--- config.mk ---
export PLATFORM = sky130hd
export DESIGN_NAME = regstat_mp
export DESIGN_NICKNAME = d
export VERILOG_FILES = /design/src/rtl/regstat_mp_pkg.sv /design/src/rtl/regstat_mp_entry.sv /design/src/rtl/regstat_mp.sv
export SDC_FILE = /design/constraint.sdc
export NUM_CORES = 1
export LEC_CHECK = 0
export ABC_CLOCK_PERIOD_IN_PS = 4100
export BUFFER_PORTS_ARGS = -buffer_cell sky130_fd_sc_hd__buf_2
export CAP_MARGIN = 15
export CORE_ASPECT_RATIO = 0.8
export CORE_MARGIN = 8
export CORE_UTILIZATION = 30
export CTS_BUF_LIST = sky130_fd_sc_hd__clkbuf_8
export CTS_CLUSTER_SIZE = 24
export DETAILED_ROUTE_END_ITERATION = 8
export MAX_ROUTING_LAYER = met4
export SKIP_LAST_GASP = 1
export SLEW_MARGIN = 20
export SYNTH_ARGS = -nofsm -noshare
export SYNTH_HDL_FRONTEND = slang
export SYNTH_SLANG_ARGS = --single-unit
export TNS_END_PERCENT = 1
--- constraint.sdc ---
create_clock -name clk -period 4.1 [get_ports clk]
set_input_delay 0.82 -clock clk [delete_from_list [all_inputs] [get_ports clk]]
set_output_delay 0.82 -clock clk [all_outputs]
set_load 0.01 [all_outputs]
--- src/rtl/regstat_mp_pkg.sv ---
// regstat_mp_pkg: shared defaults and types for the multi-ported register
// status table (regstat_mp) and its per-register entry (regstat_mp_entry).
//
// Contents:
//   REGSTAT_*   default parameter values and the fixed register-index width
//   reg_stat_t  {busy, rob} entry layout at the default ROB tag width
//
// Modules that take ROB_W as a parameter use the same {busy, rob} layout,
// packed as a (ROB_W+1)-bit vector with busy in the MSB.
package regstat_mp_pkg;

    localparam int REGSTAT_NUM_REGS = 32;
    localparam int REGSTAT_ROB_W    = 4;
    localparam int REGSTAT_ISSUE_W  = 2;
    localparam int REGSTAT_COMMIT_W = 2;
    localparam int REGSTAT_NUM_CKPT = 4;
    localparam int REGSTAT_REG_W    = 5;

    typedef struct packed {
        logic                     busy;
        logic [REGSTAT_ROB_W-1:0] rob;
    } reg_stat_t;

endpackage

--- src/rtl/regstat_mp_entry.sv ---
// regstat_mp_entry: one {busy, rob} status entry for architectural register
// reg_idx. It is used both for the live table and for checkpoint banks.
//
// Ports:
//   clk, reset   clock and synchronous active-high reset (clears the entry)
//   flush        clears the entry at the next edge (tied low for banks)
//   reg_idx      register number this entry tracks (constant per instance)
//   load_en      replace the current value with load_val before updates
//   load_val     {busy, rob} value to load
//   wr_en/wr_rob issue write; overrides any commit clear this cycle
//   cmt_*        commit slots; a slot clears the entry when dest and tag match
//   q            current {busy, rob}
//
// Next-state priority: reset/flush > issue write > commit clear > hold/load.
// The commit clear is evaluated against the loaded value when load_en is set,
// so restored or freshly saved data never keeps a retired producer.
module regstat_mp_entry
    import regstat_mp_pkg::*;
#(
    parameter int ROB_W    = REGSTAT_ROB_W,
    parameter int COMMIT_W = REGSTAT_COMMIT_W
) (
    input  logic                              clk,
    input  logic                              reset,
    input  logic                              flush,
    input  logic [REGSTAT_REG_W-1:0]          reg_idx,
    input  logic                              load_en,
    input  logic [ROB_W:0]                    load_val,
    input  logic                              wr_en,
    input  logic [ROB_W-1:0]                  wr_rob,
    input  logic [COMMIT_W-1:0]               cmt_valid,
    input  logic [COMMIT_W*REGSTAT_REG_W-1:0] cmt_dest,
    input  logic [COMMIT_W*ROB_W-1:0]         cmt_rob,
    output logic [ROB_W:0]                    q
);

    typedef struct packed {
        logic             busy;
        logic [ROB_W-1:0] rob;
    } stat_t;

    stat_t cur;
    stat_t base;
    stat_t nxt;
    logic  clr;

    assign q = cur;

    always_comb begin
        base = load_en ? stat_t'(load_val) : cur;
        clr  = 1'b0;
        // Only the commit whose tag matches the recorded producer clears;
        // stale commits to the same register are no-ops.
        for (int c = 0; c < COMMIT_W; c++) begin
            if (cmt_valid[c] && base.busy &&
                cmt_dest[c*REGSTAT_REG_W +: REGSTAT_REG_W] == reg_idx &&
                cmt_rob[c*ROB_W +: ROB_W] == base.rob) begin
                clr = 1'b1;
            end
        end
        nxt = base;
        if (wr_en) begin
            nxt.busy = 1'b1;
            nxt.rob  = wr_rob;
        end else if (clr) begin
            nxt = '0;
        end
    end

    always_ff @(posedge clk) begin
        if (reset || flush) begin
            cur <= '0;
        end else begin
            cur <= nxt;
        end
    end

endmodule

--- src/rtl/regstat_mp.sv ---
// regstat_mp: multi-ported register status table for the issue stage.
// Tracks, per architectural register, whether a result is pending and the
// ROB tag of its producer. Register 0 is hardwired not-busy.
//
// Ports:
//   clk, reset        clock, synchronous active-high reset (table + banks)
//   flush             mispredict: clears the table at the next edge
//   iss_rs1/rs2/dest  per-slot source/destination registers (slot 0 oldest)
//   iss_we, iss_rob   per-slot issue write enable and ROB tag
//   cmt_valid/dest/rob  per-slot commit (register-writing retire)
//   q_j, q_k          producer tag per source (combinational)
//   rs1_busy/rs2_busy source pending (combinational)
//   ckpt_save/restore/id  checkpoint control (only with REGSTAT_CKPT_EN)
//
// Build option: define REGSTAT_CKPT_EN to add NUM_CKPT snapshot banks and
// the ckpt_* ports. Without it, recovery is flush-only.
module regstat_mp
    import regstat_mp_pkg::*;
#(
    parameter int NUM_REGS = REGSTAT_NUM_REGS,
    parameter int ROB_W    = REGSTAT_ROB_W,
    parameter int ISSUE_W  = REGSTAT_ISSUE_W,
    parameter int COMMIT_W = REGSTAT_COMMIT_W,
    parameter int NUM_CKPT = REGSTAT_NUM_CKPT
) (
    input  logic                              clk,
    input  logic                              reset,
    input  logic                              flush,
    input  logic [ISSUE_W*REGSTAT_REG_W-1:0]  iss_rs1,
    input  logic [ISSUE_W*REGSTAT_REG_W-1:0]  iss_rs2,
    input  logic [ISSUE_W*REGSTAT_REG_W-1:0]  iss_dest,
    input  logic [ISSUE_W-1:0]                iss_we,
    input  logic [ISSUE_W*ROB_W-1:0]          iss_rob,
    input  logic [COMMIT_W-1:0]               cmt_valid,
    input  logic [COMMIT_W*REGSTAT_REG_W-1:0] cmt_dest,
    input  logic [COMMIT_W*ROB_W-1:0]         cmt_rob,
    output logic [ISSUE_W*ROB_W-1:0]          q_j,
    output logic [ISSUE_W*ROB_W-1:0]          q_k,
    output logic [ISSUE_W-1:0]                rs1_busy,
    output logic [ISSUE_W-1:0]                rs2_busy
`ifdef REGSTAT_CKPT_EN
    ,
    input  logic                              ckpt_save,
    input  logic                              ckpt_restore,
    input  logic [$clog2(NUM_CKPT)-1:0]       ckpt_id
`endif
);

    localparam int REG_W = REGSTAT_REG_W;

    logic [ROB_W:0]   tbl_q  [NUM_REGS];
    logic             wr_en  [NUM_REGS];
    logic [ROB_W-1:0] wr_rob [NUM_REGS];

    // Issue write decode: ascending slot order lets the youngest slot win.
    always_comb begin
        for (int r = 0; r < NUM_REGS; r++) begin
            wr_en[r]  = 1'b0;
            wr_rob[r] = '0;
            for (int k = 0; k < ISSUE_W; k++) begin
                if (r != 0 && iss_we[k] &&
                    iss_dest[k*REG_W +: REG_W] == REG_W'(r)) begin
                    wr_en[r]  = 1'b1;
                    wr_rob[r] = iss_rob[k*ROB_W +: ROB_W];
                end
            end
        end
    end

`ifdef REGSTAT_CKPT_EN
    localparam int CKPT_IW = $clog2(NUM_CKPT);

    logic [ROB_W:0]      bank_q [NUM_CKPT][NUM_REGS];
    logic [NUM_CKPT-1:0] save_sel;

    // Restore beats save; a flushed cycle has nothing worth snapshotting.
    always_comb begin
        for (int b = 0; b < NUM_CKPT; b++) begin
            save_sel[b] = ckpt_save && !ckpt_restore && !flush &&
                          (ckpt_id == CKPT_IW'(b));
        end
    end

    // A saving bank rebuilds the table's post-update value from the current
    // table entry plus this cycle's issue write and commit clear.
    for (genvar b = 0; b < NUM_CKPT; b++) begin : g_bank
        for (genvar r = 0; r < NUM_REGS; r++) begin : g_breg
            if (r == 0) begin : g_zero
                assign bank_q[b][r] = '0;
            end else begin : g_ent
                regstat_mp_entry #(
                    .ROB_W   (ROB_W),
                    .COMMIT_W(COMMIT_W)
                ) u_bank_entry (
                    .clk      (clk),
                    .reset    (reset),
                    .flush    (1'b0),
                    .reg_idx  (REG_W'(r)),
                    .load_en  (save_sel[b]),
                    .load_val (tbl_q[r]),
                    .wr_en    (save_sel[b] && wr_en[r]),
                    .wr_rob   (wr_rob[r]),
                    .cmt_valid(cmt_valid),
                    .cmt_dest (cmt_dest),
                    .cmt_rob  (cmt_rob),
                    .q        (bank_q[b][r])
                );
            end
        end
    end
`endif

    for (genvar r = 0; r < NUM_REGS; r++) begin : g_reg
        if (r == 0) begin : g_zero
            assign tbl_q[r] = '0;
        end else begin : g_ent
            regstat_mp_entry #(
                .ROB_W   (ROB_W),
                .COMMIT_W(COMMIT_W)
            ) u_entry (
                .clk      (clk),
                .reset    (reset),
                .flush    (flush),
                .reg_idx  (REG_W'(r)),
`ifdef REGSTAT_CKPT_EN
                .load_en  (ckpt_restore),
                .load_val (bank_q[ckpt_id][r]),
                .wr_en    (wr_en[r] && !ckpt_restore),
`else
                .load_en  (1'b0),
                .load_val ('0),
                .wr_en    (wr_en[r]),
`endif
                .wr_rob   (wr_rob[r]),
                .cmt_valid(cmt_valid),
                .cmt_dest (cmt_dest),
                .cmt_rob  (cmt_rob),
                .q        (tbl_q[r])
            );
        end
    end

    // Lookup: table entry, hidden if a commit retires its producer this
    // cycle (write-through regfile), overridden by the youngest older slot.
    always_comb begin
        logic [REG_W-1:0] src;
        logic [ROB_W:0]   ent;
        logic             hit;
        logic             bsy;
        logic [ROB_W-1:0] tag;
        q_j      = '0;
        q_k      = '0;
        rs1_busy = '0;
        rs2_busy = '0;
        src      = '0;
        ent      = '0;
        hit      = 1'b0;
        bsy      = 1'b0;
        tag      = '0;
        for (int i = 0; i < ISSUE_W; i++) begin
            for (int s = 0; s < 2; s++) begin
                src = (s == 0) ? iss_rs1[i*REG_W +: REG_W] : iss_rs2[i*REG_W +: REG_W];
                ent = (int'(src) < NUM_REGS) ? tbl_q[src] : '0;
                hit = 1'b0;
                for (int c = 0; c < COMMIT_W; c++) begin
                    if (cmt_valid[c] && cmt_dest[c*REG_W +: REG_W] == src &&
                        cmt_rob[c*ROB_W +: ROB_W] == ent[ROB_W-1:0]) begin
                        hit = 1'b1;
                    end
                end
                bsy = 1'b0;
                tag = '0;
                if (src != '0) begin
                    if (ent[ROB_W] && !hit) begin
                        bsy = 1'b1;
                        tag = ent[ROB_W-1:0];
                    end
                    for (int k = 0; k < ISSUE_W; k++) begin
                        if (k < i && iss_we[k] && iss_dest[k*REG_W +: REG_W] == src) begin
                            bsy = 1'b1;
                            tag = iss_rob[k*ROB_W +: ROB_W];
                        end
                    end
                end
                if (s == 0) begin
                    rs1_busy[i]              = bsy;
                    q_j[i*ROB_W +: ROB_W]    = tag;
                end else begin
                    rs2_busy[i]              = bsy;
                    q_k[i*ROB_W +: ROB_W]    = tag;
                end
            end
        end
    end

endmodule

---- Yosys cells after proc, flatten, opt, wreduce, memory -nomap -nowiden ----
Cells that the tools add are included.
word-level totals
  input port bits ......................... 63
  output and inout bits ................... 20
  bits in registers ....................... 155
operators by class
  multiplexer cells ....................... 288
  magnitude comparators ................... 4
  eq/ne operators ......................... 204
  bitwise operators ....................... 4
  reductions and logical operators ........ 310
operators by type and width
  cell                                                              count
  5-bit two-way mux                                                 70
  5-bit == test (second input constant)                             64
  4-bit two-way mux                                                 72
  4-bit == test                                                     70
  1-bit logical AND                                                 270
  5-bit by 4-bit == test with 1-bit output (second input constant)  32
  1-bit two-way mux                                                 142
  5-bit binary-select mux with 5-bit select                         4
  5-bit by 3-bit == test with 1-bit output (second input constant)  16
  2-bit nonzero test                                                31
  5-bit == test                                                     10
  5-bit by 2-bit == test with 1-bit output (second input constant)  8
  6-bit greater-or-equal comparator (second input constant)         4
  5-bit NOT with 6-bit output                                       4
  5-bit by 1-bit == test with 1-bit output (second input constant)  4
  5-bit nonzero test                                                4
  1-bit zero test                                                   4
  1-bit logical OR                                                  1

---- Longest topological paths before layout ----
  word-level depth ........................ 13
  mapped depth ............................ 12
  mapped depth without buffers ............ 8

---- Cells and area by module ----
From an unflattened synthesis, not the netlist that was laid out.
second synthesis, totals
  cell total of the unflattened synthesis .. 2,896
  area total of the unflattened synthesis .. 24,576.1 µm²
by module, submodules not included
  module            sequential area each (µm²)  cells an instance  times used  area an instance (µm²)
  regstat_mp_entry  100.1                       58                 31          501.7
  regstat_mp        0.0                         1,098              1           9,022.4

---- Worst setup path before layout ----
No wires, ideal clock.
  path type ............................... input-to-output
  start ................................... in iss_rs2[7]
  end ..................................... out q_k[4]
  data arrival time ....................... 3,138 ps
  cell stages on the path ................. 10
  path slack .............................. 142 ps
  path through ............................ buf_2 -> buf_6 -> clkbuf_1 -> mux4_2 -> mux2i_1 -> o22ai_1 -> nor3_1 -> xnor2_1 -> o41ai_4 -> o41ai_1
between the ends
  cells in the longest elaborated chain, start to end .. 13
  elaborated cells between the ends (all ways) .. 22
ends and longest elaborated chain
  element                                               RTL line           text
  from (decl)                                           regstat_mp.sv:30   input logic [ISSUE_W*REGSTAT_REG_W-1:0] iss_rs2,
  5-bit NOT with 6-bit output (implied by the code)     regstat_mp.sv:163  ent = (int'(src) < NUM_REGS) ? tbl_q[src] : '0;
  5-bit binary-select mux with 5-bit select             regstat_mp.sv:163
  5-bit two-way mux (implied by the code) (2 in a row)  regstat_mp.sv:163
  4-bit == test                                         regstat_mp.sv:167  cmt_rob[c*ROB_W +: ROB_W] == ent[ROB_W-1:0]) begin
  1-bit logical AND                                     regstat_mp.sv:166  if (cmt_valid[c] && cmt_dest[c*REG_W +: REG_W] == src &&
  1-bit two-way mux (2 in a row)                        regstat_mp.sv:166
  1-bit zero test                                       regstat_mp.sv:174  if (ent[ROB_W] && !hit) begin
  1-bit logical AND                                     regstat_mp.sv:174
  4-bit two-way mux                                     regstat_mp.sv:174
  4-bit two-way mux                                     regstat_mp.sv:179  if (k < i && iss_we[k] && iss_dest[k*REG_W +: REG_W] == src) begin
  4-bit two-way mux (*)                                 regstat_mp.sv:173  if (src != '0) begin
  to (decl)                                             regstat_mp.sv:38   output logic [ISSUE_W*ROB_W-1:0] q_k,
Every way passes the cells marked *; elsewhere a longest branch is shown, timed or not. The select of a mux whose other input is x is not followed.

---- Worst setup path in the final report ----
  start ................................... in iss_rs2[6]
  end ..................................... out q_k[4]
The elaborated chain is that of the path after synthesis.

==> impl_summary.md <==
Placement
The placed instances occupy a cell area of 18910 sq um. The total instance count after detailed placement is 2815. The half-perimeter wire length after detailed placement is 69830 um. At the end of routability-driven placement, the weighted congestion stood at 1.083. During placement, the flow inserted port buffers numbering 82.

STA
The number of max-slew violations in the final report was 0. Dividing the final minimum period by the clock period gives 1.018. The clock arrives with 17.16 ps of skew.

Setup repair after global routing could not meet its margin everywhere. Setup slack on the critical path of the routed design comes to -74.15 ps. In this run the tightest slew margin relative to its limit is 0.3163. The highest clock frequency the design can meet is 0.2396 GHz. At the pin with the least slew margin, the transition time is 1025 ps. The count of final hold-check violations is 0. The worst hold slack across all endpoints is 579.0 ps.

The routed design could run at a clock period as short as 4174 ps. The final setup violation count is 11.

CTS
The master cell of the clock root buffer is sky130_fd_sc_hd__clkbuf_8. For this design, the CTS-stage hold fixing added 0 buffers. The number of H-tree branching levels is 4. TritonCTS built the clock tree.

The clock buffer count from CTS is 17. The clock transition at the registers of the reported paths is 100 ps. Counting along the longest clock path gives a buffer depth of 2. The number of clock sinks seen by CTS is 155. The clock latency on the worst-skew pair is 480 ps.

Hold path
The worst hold path class is flip-flop to flip-flop. The instance count along the most critical hold path is 2.

Die
Row generation in the floorplan step produced 78 rows. For this configuration, the core starts out at a cell density of 0.3010. The die span in y is 228.6 um. The area inside the core boundary is 56310 sq um. The total die area is 64410 sq um. The boundary pin count is 83. In this run the horizontal extent of the chip is 281.8 um.

Global route
Summed over all layers, the global routing overflow is 0. The number of global-route vias before repair is 17601. The largest net degree at the start of global routing is 69. The initial antenna violation count is 5.

In the global route stage, overall resource usage came out at 0.2815. The first global-routing pass estimated 129900 um of wire.

Yosys
The share of the Yosys chip area taken by registers is 0.1831. Yosys printed 0 warnings. The mapped cell area is 16950 sq um.

The largest total area in the synthesized netlist belongs to sky130_fd_sc_hd__dfxtp_1. Counting distinct cell types in the post-synthesis netlist gives 69. The flop and latch count out of synthesis is 155. By area the synthesized netlist is led by sky130_fd_sc_hd__dfxtp_1 (18%), sky130_fd_sc_hd__mux4_2 (15%), sky130_fd_sc_hd__xor2_1 (12%). A synthesized cell averages 8.371 sq um. In this run, synthesis inferred 0 flip-flops with an integrated enable. For this run, asynchronously set or reset flops after synthesis account for 0. The number of instances in the synthesized netlist is 2025. The share of synthesized area in the top cell type comes to 0.1831. Synthesis produced a netlist with a net count of 2088. In the synthesized netlist the dominant register cell turns out to be sky130_fd_sc_hd__dfxtp_1. By count the netlist is led by sky130_fd_sc_hd__xor2_1 (225), sky130_fd_sc_hd__nor2_1 (193), sky130_fd_sc_hd__dfxtp_1 (155), sky130_fd_sc_hd__clkbuf_1 (149), sky130_fd_sc_hd__nor3_1 (143). The dominant cell by count in the synthesized netlist is sky130_fd_sc_hd__xor2_1.

Detailed routing
In this run the remaining antenna-violating nets after routing total 0. After detailed routing, the average wire length per cell comes to 32.19 um. The DRC violation total after the first TritonRoute iteration is 3391. The routed layout has 19033 vias.

Dividing the detail-routed via count by the number of cells gives 6.653. After detailed routing, the number of remaining DRC violations is 0. The number of detailed-routing iterations run before antenna repair is 7. The wire length reported by the detailed router is 92110 um.

Layout
The total non-filler cell area in the finished layout is 19640 sq um. The end-of-flow core utilization is 0.3488. The register with the most flip-flops in the layout has 155 of them. The final instance count without filler cells is 2861. The synthesis-to-layout area growth is 15.86%. Of the cells placed in the final design, the portion with a size suffix greater than 1 is 0.2457.

The final layout contains 2147 nets.

Power and ir drop
Dividing total power by cell area gives a power density of 202.4 nW/um^2. The analysis attributes to cell leakage a power of 7.206 nW. Across the VDD grid, the largest voltage drop is 182.9 uV.

The overall power consumption is 3.975 mW.

Worst setup path
At the worst endpoint, the required time is 3280 ps. The worst setup path is captured at an output pin. The type of the setup path with the least slack is primary input to output pin. The category of the worst setup path launch point is a primary input. The worst reg2reg path depth is 7. Data on the critical path arrives at its endpoint at 3350 ps.

The highest net fanout along the worst path is 7.

Run
The reported max-cap violation count is 0.

Outcome
The checks that failed: setup timing. The run finished, with violations left.
## layout by cell type (no fill, tap or decap), types with 18 or more instances in the layout
cell,instances
sky130_fd_sc_hd__a21oi_1,74
sky130_fd_sc_hd__a221oi_1,136
sky130_fd_sc_hd__and3_1,21
sky130_fd_sc_hd__buf_2,78
sky130_fd_sc_hd__buf_4,205
sky130_fd_sc_hd__clkbuf_8,18
sky130_fd_sc_hd__dfxtp_1,154
sky130_fd_sc_hd__mux2_2,23
sky130_fd_sc_hd__mux2i_1,82
sky130_fd_sc_hd__mux4_2,116
sky130_fd_sc_hd__nand2_1,122
sky130_fd_sc_hd__nand3_1,38
sky130_fd_sc_hd__nand4_1,58
sky130_fd_sc_hd__nor2_1,193
sky130_fd_sc_hd__nor2b_1,37
sky130_fd_sc_hd__nor3_1,138
sky130_fd_sc_hd__nor4_1,70
sky130_fd_sc_hd__xnor2_1,99
sky130_fd_sc_hd__xor2_1,225
## worst max-delay path, cell delays in order
cell,delay (ps)
sky130_fd_sc_hd__buf_2,150
sky130_fd_sc_hd__buf_12,150
sky130_fd_sc_hd__mux4_2,500
sky130_fd_sc_hd__mux4_2,500
sky130_fd_sc_hd__mux2i_4,280
sky130_fd_sc_hd__xnor2_2,180
sky130_fd_sc_hd__o41ai_4,100
sky130_fd_sc_hd__buf_4,170
sky130_fd_sc_hd__o41ai_2,310
sky130_fd_sc_hd__buf_2,180
## worst paths after layout
path                                                   start                            to  slack [ps]
worst max-delay path                              iss_rs2[6]                        q_k[4]         -70
worst min-delay path            g_reg[16].g_ent.u_entry.q[4]  g_reg[16].g_ent.u_entry.q[4]         580
worst max register to register  g_reg[15].g_ent.u_entry.q[0]  g_reg[15].g_ent.u_entry.q[2]        1800
worst min register to register  g_reg[16].g_ent.u_entry.q[4]  g_reg[16].g_ent.u_entry.q[4]         580
## per-stage QoR
stage / setup slack [ps] / setup TNS, ps
after floorplan: 141.6 / 0
after global placement: -319.4 / -3063
after detailed placement: -246.1 / -3429
after CTS: -12.76 / -62.55
after global routing: -151.4 / -1975
final: -74.15 / -485.7
## metal layers
| layer | global-route usage | part of all wire |
|---|---|---|
| met3 | 0.1290 | 0.18 |
| met5 | - | 0 |
| met4 | 0.09729 | 0.044 |
| met1 | 0.3778 | 0.40 |
| met2 | 0.3644 | 0.38 |
## power by group
part	internal, mW	switching [mW]
sequential	1.51	0.0310
clock	0.621	0.676
combinational	0.410	0.724
## layout make-up
cell class	count	area, sq um
fill	5811	36670
multi-input combinational	1598	12830
sequential	155	3104
timing repair buffer	302	2287
tap	760	950.9
clock buffer	18	247.7
clock inverter	13	171.4
inverter	10	37.54
antenna	5	12.51
## logic make-up (layout without fill, tap and decap cells)
family                    after synthesis  in the layout  share of synthesized area
and+or+nand+nor                       735            735                     0.2147
AOI/OAI and AO/OA                     305            305                     0.1380
other                                   0              5                          0
muxes                                 233            233                     0.2262
xor gates and xnor gates              325            325                     0.1679
DFF                                   155            155                     0.1831
buffers and inverters                 272            343                    0.07019
## what timing repair did
action	in CTS	in global routing
setup buffers	3	6
resized for setup	23	17
endpoints found under the setup margin	20	20
pin swaps	5	4
gates cloned	1	0
Power figures use the tool's default switching activity.
